**src/rtl/alu_control_mc.sv**
```systemverilog
// ALU control decoder with a multicycle multiply/divide sequencer (IDLE -> BUSY -> DONE).
// Define MDU_DIV_EN to treat DIV/DIVU as sequencer ops; otherwise they decode as unknown.
module alu_control_mc #(
    parameter int MULT_CYCLES = 4,
    parameter int DIV_CYCLES  = 32
) (
    input  logic       clk,
    input  logic       reset,
    input  logic       valid,
    input  logic [2:0] ALUOp,
    input  logic [5:0] ALUFunction,
    output logic [3:0] ALUOperation,
    output logic       jr,
    output logic       stall,
    output logic       busy,
    output logic       mdu_start,
    output logic [1:0] mdu_op,
    output logic       hilo_we,
    output logic [1:0] dbg_state
);

    typedef enum logic [1:0] {IDLE = 2'd0, BUSY = 2'd1, DONE = 2'd2} state_t;

    localparam logic [7:0] MULT_LOAD = 8'(MULT_CYCLES - 1);
    localparam logic [7:0] DIV_LOAD  = 8'(DIV_CYCLES - 1);

    state_t     state;
    logic [7:0] cnt;
    logic       is_r;
    logic       is_mdu;
    logic       is_mf;
    logic       is_jr;
    logic       accept;
    logic [3:0] dec_code;

    function automatic logic [3:0] decode(input logic [2:0] op, input logic [5:0] fn);
        logic [3:0] code;
        code = 4'b1001;
        if (op == 3'b111) begin
            case (fn)
                6'b100100: code = 4'b0000;
                6'b100101: code = 4'b0001;
                6'b100111: code = 4'b0010;
                6'b100000: code = 4'b0011;
                6'b100010: code = 4'b0100;
                6'b000010: code = 4'b0101;
                6'b000000: code = 4'b0110;
                6'b101010: code = 4'b0111;
                default:   code = 4'b1001;
            endcase
        end else begin
            case (op)
                3'b100:  code = 4'b0011;
                3'b101:  code = 4'b0001;
                3'b011:  code = 4'b0000;
                3'b010:  code = 4'b0011;
                3'b110:  code = 4'b0011;
                default: code = 4'b1001;
            endcase
        end
        return code;
    endfunction

    assign is_r = (ALUOp == 3'b111);
`ifdef MDU_DIV_EN
    assign is_mdu = is_r && (ALUFunction[5:2] == 4'b0110);
`else
    assign is_mdu = is_r && (ALUFunction[5:1] == 5'b01100);
`endif
    assign is_mf    = is_r && ((ALUFunction == 6'b010000) || (ALUFunction == 6'b010010));
    assign is_jr    = is_r && (ALUFunction == 6'b001000);
    assign dec_code = decode(ALUOp, ALUFunction);

    // Handshake: valid offers an instruction; it is taken on a rising edge when valid && !stall.
    // stall only blocks ops that need the sequencer or its HI/LO result while it is busy.
    assign busy      = (state != IDLE);
    assign stall     = valid && busy && (is_mdu || is_mf);
    assign accept    = valid && !stall;
    assign dbg_state = state;

    always_ff @(posedge clk or posedge reset) begin
        if (reset) begin
            ALUOperation <= 4'b1001;
            jr           <= 1'b0;
            state        <= IDLE;
            cnt          <= 8'd0;
            mdu_start    <= 1'b0;
            mdu_op       <= 2'b00;
            hilo_we      <= 1'b0;
        end else begin
            ALUOperation <= accept ? dec_code : 4'b1001;
            jr           <= accept && is_jr;
            mdu_start    <= 1'b0;
            hilo_we      <= 1'b0;
            case (state)
                IDLE: begin
                    if (accept && is_mdu) begin
                        state     <= BUSY;
                        cnt       <= ALUFunction[1] ? DIV_LOAD : MULT_LOAD;
                        mdu_start <= 1'b1;
                        mdu_op    <= ALUFunction[1:0];
                    end
                end
                BUSY: begin
                    // hilo_we is registered, so raise it on the edge entering DONE.
                    if (cnt == 8'd0) begin
                        state   <= DONE;
                        hilo_we <= 1'b1;
                    end else begin
                        cnt <= cnt - 8'd1;
                    end
                end
                DONE:    state <= IDLE;
                default: state <= IDLE;
            endcase
        end
    end

endmodule

```
**config.mk**
```make
export PLATFORM = sky130hd
export DESIGN_NAME = alu_control_mc
export DESIGN_NICKNAME = d
export VERILOG_FILES = /design/src/rtl/alu_control_mc.sv
export SDC_FILE = /design/constraint.sdc
export NUM_CORES = 1
export LEC_CHECK = 0
export CELL_PAD_IN_SITES_DETAIL_PLACEMENT = 0
export CELL_PAD_IN_SITES_GLOBAL_PLACEMENT = 1
export CORE_MARGIN = 4
export CORE_UTILIZATION = 39
export CTS_CLUSTER_DIAMETER = 60
export DETAILED_ROUTE_END_ITERATION = 10
export GPL_TIMING_DRIVEN = 0
export HOLD_SLACK_MARGIN = 0.02
export PLACE_DENSITY = 0.92
export SYNTH_ARGS = -nofsm -noshare
export SYNTH_HDL_FRONTEND = slang
export SYNTH_SLANG_ARGS = --single-unit
```
**constraint.sdc**
```tcl
create_clock -name clk -period 3.25 [get_ports clk]
set_clock_uncertainty 0.2 [all_clocks]
set_input_delay 0.65 -clock clk [delete_from_list [all_inputs] [get_ports clk]]
set_output_delay 0.65 -clock clk [all_outputs]
set_load 0.02 [all_outputs]
```
[Word-level counts from Yosys, hierarchy flattened]
Index checks and enable logic that the tools add are counted.
Operators by class
  $add $sub $neg: 1
  multipliers: 0
  div/mod/pow operators: 0
  magnitude comparators: 0
  equality and inequality tests: 21
  shift-type cells: 0
  multiplexer cells: 15
  bitwise gates (word level): 0
  reduce and logical (&&, ||, !) cells: 20
Operators with widths (number)
  equality test 6 bit (second input constant): 6
  case mux 4 bit (8 select lines): 1
  2-to-1 mux 8 bit: 2
  case mux 8 bit (2 select lines): 1
  equality test 3 bit (second input constant): 4
  equality test 6 x 5 -> 1 bit (second input constant): 2
  case mux 4 bit (3 select lines): 1
  logical AND 1 bit: 8
  logical NOT 8 bit: 1
  2-to-1 mux 4 bit: 2
  subtractor 8 x 1 -> 8 bit (second input constant): 1
  equality test 3 x 2 -> 1 bit (second input constant): 2
  equality test 6 x 2 -> 1 bit (second input constant): 1
  equality test 6 x 4 -> 1 bit (second input constant): 1
  logical NOT 6 bit: 1
  inequality test 2 bit (second input constant): 3
  equality test 5 x 4 -> 1 bit (second input constant): 1
  2-to-1 mux 5 bit: 1
  2-to-1 mux 1 bit: 4
  2-to-1 mux 2 bit: 2
  case mux 2 bit (2 select lines): 1
  AND reduction 2 bit: 2
  nonzero test 2 bit: 2
  AND reduction 3 bit: 1
  other kinds (5): 6
Word-level totals
  flip-flop bits (word level): 19
  bits in latches: 0
  RAM bits: 0
  memory bits (read-only): 0
  input bits: 12
  output and inout bits: 13
  word-level logic and storage cells: 64
  memories: 0

[Depth between registers and ports, before layout]
  depth in word-level cells: 10
  mapped depth: 6
  depth with buffers taken out: 6

[Worst setup path after synthesis]
Ideal clock, no wire load.
  kind: input to output
  from: in ALUFunction[3]
  to: out stall
  data arrival time: 1.529 ns
  data required time: 2.400 ns
  path slack: 0.871 ns
  stages: 4
  path buffers: 1
  path through: clkbuf_1 -> mux2i_1 -> nand4_1 -> nor2_1
Between the ends
  cells in the longest elaborated chain, start to end: 5
  elaborated cells on any way between the ends: 8
  classes of those cells: eq/ne: 3; reduce/logical: 5
RTL lines
  from (decl): line 11  | input logic [5:0] ALUFunction,
  equality test 6 x 5 -> 1 bit: line 70  | assign is_mf = is_r && ((ALUFunction == 6'b010000) || (ALUFunction == 6'b010010));
  logical OR 1 bit: line 70
  logical AND 1 bit: line 70
  logical OR 1 bit (*): line 77  | assign stall = valid && busy && (is_mdu || is_mf);
  logical AND 1 bit (*): line 77
  to (decl): line 14  | output logic stall,
Mark *: on every way between the ends. The rest lies on a longest branch, timed or not.

[Worst setup path after layout]
  from: in ALUFunction[4]
  to: out stall
The elaborated chain is that of the path after synthesis.

==> impl_metrics.csv <==
group,metric,value,unit
critical_path,r2r_cells,6,
synth,synthMostInstantiatedCell,"dfrtp_1",
clock_tree,clock-sinks,19,
synth,synth_common_cells,"17 x dfrtp_1, 8 x inv_1, 7 x nor2_1, 7 x nor3_1, 6 x a21oi_1",
routing,num_vias,904,
synth,synth-adder-area-share,2.45,%
global_route,antenna_found_initial,0,
finish,syn_to_final_growth,28.8,%
routing,vias_per_cell,5.55,
routing,ant_nets,0,
critical_path,r2r_setup_slack,1.06,ns
floorplanning,rows,18,
floorplanning,die_area,3500,um2
global_route,gr-usage-all-layers,13.6,%
min_path,min_path_cells,1,
clock_tree,cts_buffers,3,
critical_path,reg2reg_to,"cnt[3]$_DFFE_PP0P_",
finish,fill_cells,244,
critical_path,r2r-start,"cnt[0]$_DFFE_PP0P_",
floorplanning,core_area,2480,um2
synth,ys_seq_area_share,46.8,%
routing,wl_per_cell,13.3,um
min_path,hold_class,"flop to flop",
critical_path,critPathCaptureType,"output pin",
routing,drt_wl_total,2.17,mm
placement,routabilityCongestion,0.863,
finish,drive_gt1_share,9.02,%
power,p_int,0.407,mW
synth,syn_nets,120,
routing,dr.max_layer_used,"met4",
routing,drt_iter0_drc,36,
sta,setup_viol,0,
clock_tree,cts_buffer_depth,2,
power,p_comb_share,29.2,%
power,finalPower,0.605,mW
power,power_frac_clock,18.9,%
synth,synth_top_family_by_area,"simple AND/OR/NAND/NOR gates",
synth,synth_area,1020,um2
power,p_sw,0.197,mW
finish,multi_input_area,498,um2
critical_path,critPathKind,"input port to output pin",
clock_tree,cts.reportedPaths.clkPinSlew,0.09,ns
synth,synth-xor-area-share,0.857,%
power,vdd_drop_max,0.253,mV
synth,yosysWarnings,0,
global_route,grt_overflow,0,
power,powerDensity,459,nW/um2
global_route,grt_pass1_wl,3.64,mm
sta,rsz0062_at_grt,"no",
sta,slew-limit-headroom,54.3,%
critical_path,arrival,1.97,ns
global_route,grt_max_degree,20,
clock_tree,cts_tree,"built",
sta,worst_pin_slew,0.685,ns
floorplanning,io_pins,25,
synth,synth-seq-cells,19,
power,swShare,32.7,%
finish,antenna_cells,0,
routing,drtPass1Iterations,4,
placement,port_buffers,22,
finish,fin_util,53.1,%
synth,synth_top_area_cell,"dfrtp_1",
min_path,hp-start,"mdu_op[1]$_DFFE_PP0P_",
min_path,min_to,"mdu_op[1]$_DFFE_PP0P_",
synth,netlist.area_leader.share,41.6,%
synth,synth_top_flop_cell,"dfrtp_1",
sta,max_freq,0.355,GHz
synth,synth_cell_types,41,
critical_path,start_kind,"input port",
run,maxCapViolCount,0,
run_status,outcome,"finished clean",
routing,wl_met3,90,um
sta,drv_slew,0,
synth,synth-edff-count,0,
sta,worst_hold_slack,0.309,ns
sta,period_share,86.8,%
global_route,grt_pass1_vias,847,
sta,finalSetupTns,0,ns
clock_tree,insertion_delay,0.29,ns
synth,synthTopCellsByArea,"dfrtp_1 42%, dfstp_2 5.1%, nor3_1 3.4%, a21oi_1 2.9%, inv_1 2.9%",
critical_path,critPathMaxFanout,6,
power,leakage,0.583,nW
sta,hold_violations,0,
sta,layout_min_cycle_time,2.82,ns
floorplanning,start_util,41.3,%
synth,syn_inst,106,
finish,seqCellArea,478,um2
routing,drc,0,
critical_path,cp.required,2.40,ns
floorplanning,die_w,59.2,um
clock_tree,h-tree-depth,1,
power,p_seq_share,51.9,%
floorplanning,die_y,59.2,um
finish,final_nets,148,
placement,place_hpwl,1.69,mm
synth,async_flop_share,100,%
synth,synth_mux_area_share,3.06,%
synth,synth-simple-area-share,24.2,%
clock_tree,root_buffer,"clkbuf_4",
routing,wirelength_met1,1.03,mm
synth,syn_avg_cell_area,9.64,um2
routing,dr_wl_met2,1.02,mm
synth,synth_compound_area_share,18.1,%
==> state kept, by name, indices dropped and copies added (netlist names) <==
register	count
cnt	8
ALUOperation	4
dbg_state	2
mdu_op	2
hilo_we	1
jr	1
mdu_start	1
==> cell usage in the layout, fill, tap and decap left out, types with 3 or more instances in the layout <==
| cell | instances |
|---|---|
| or4_1 | 3 |
| clkdlybuf4s50_1 | 21 |
| inv_1 | 8 |
| dfrtp_1 | 17 |
| a21oi_1 | 6 |
| nand2_1 | 4 |
| nor3_1 | 7 |
| clkbuf_4 | 3 |
| nand2b_1 | 4 |
| o31ai_1 | 3 |
| clkbuf_1 | 4 |
| nor2_1 | 7 |
==> critical path, stage by stage <==
cell             delay [ns]
clkdlybuf4s50_1        0.55
nor3b_1                0.22
nand4_1                0.17
nor2_1                 0.13
dlymetal6s2s_1         0.24
==> power by group through the flow <==
stage	Sequential [mW]	Combinational (mW)	Clock, mW
finish	0.314	0.177	0.114
global route	0.320	0.200	0.134
CTS	0.314	0.178	0.121
detailed placement	0.318	0.178	0
global placement	0.315	0.171	0
floorplan	0.313	0.122	0
==> repair_timing <==
item	in CTS	in global routing
setup endpoints to repair	0	1
hold buffers	0	0
gates resized for setup	0	1
setup buffers	0	1
==> cells by family (layout without fill, tap and decap cells) <==
logic type                 after synthesis  in the layout
and+or+nand+nor                         43             43
AOI/OAI and AO/OA                       26             26
DFF                                     19             19
buffers and inverters                   12             39
muxes                                    3              3
adders and majority gates                2              2
xor gates and xnor gates                 1              1
==> per-stage QoR <==
step                cell area [um2]  setup WS, ns  instances
global route                   1320         0.283        163
floorplan                      1020         0.871        106
detailed placement             1280        0.0212        158
finish                         1320         0.431        163
global placement               1280        0.0225        158
CTS                            1310        0.0125        162
==> routing by layer <==
| layer | GRT usage [%] | up-vias |
|---|---|---|
| met2 | 21.4 | 26 |
| met4 | 6.80 | 0 |
| met1 | 18.2 | 428 |
| met3 | 1.96 | 4 |
| li1 | - | 446 |
| met5 | 0 | - |
==> final cells by class <==
class / count / share of cell area [%]
Clock buffer: 4 / 2.00
Timing Repair Buffer: 23 / 17.5
Inverter: 8 / 2.28
Tap cell: 30 / 2.85
Multi-Input combinational cell: 75 / 37.8
Buffer: 4 / 1.24
Sequential cell: 19 / 36.3
==> worst max path at each step <==
stage / start / to
after CTS: ALUFunction[4] / stall
after global placement: ALUFunction[4] / stall
after global routing: ALUFunction[4] / stall
after detailed placement: ALUFunction[4] / stall
final: ALUFunction[4] / stall
after floorplan: ALUFunction[3] / stall
No activity file was read; power rests on OpenSTA's default activity.
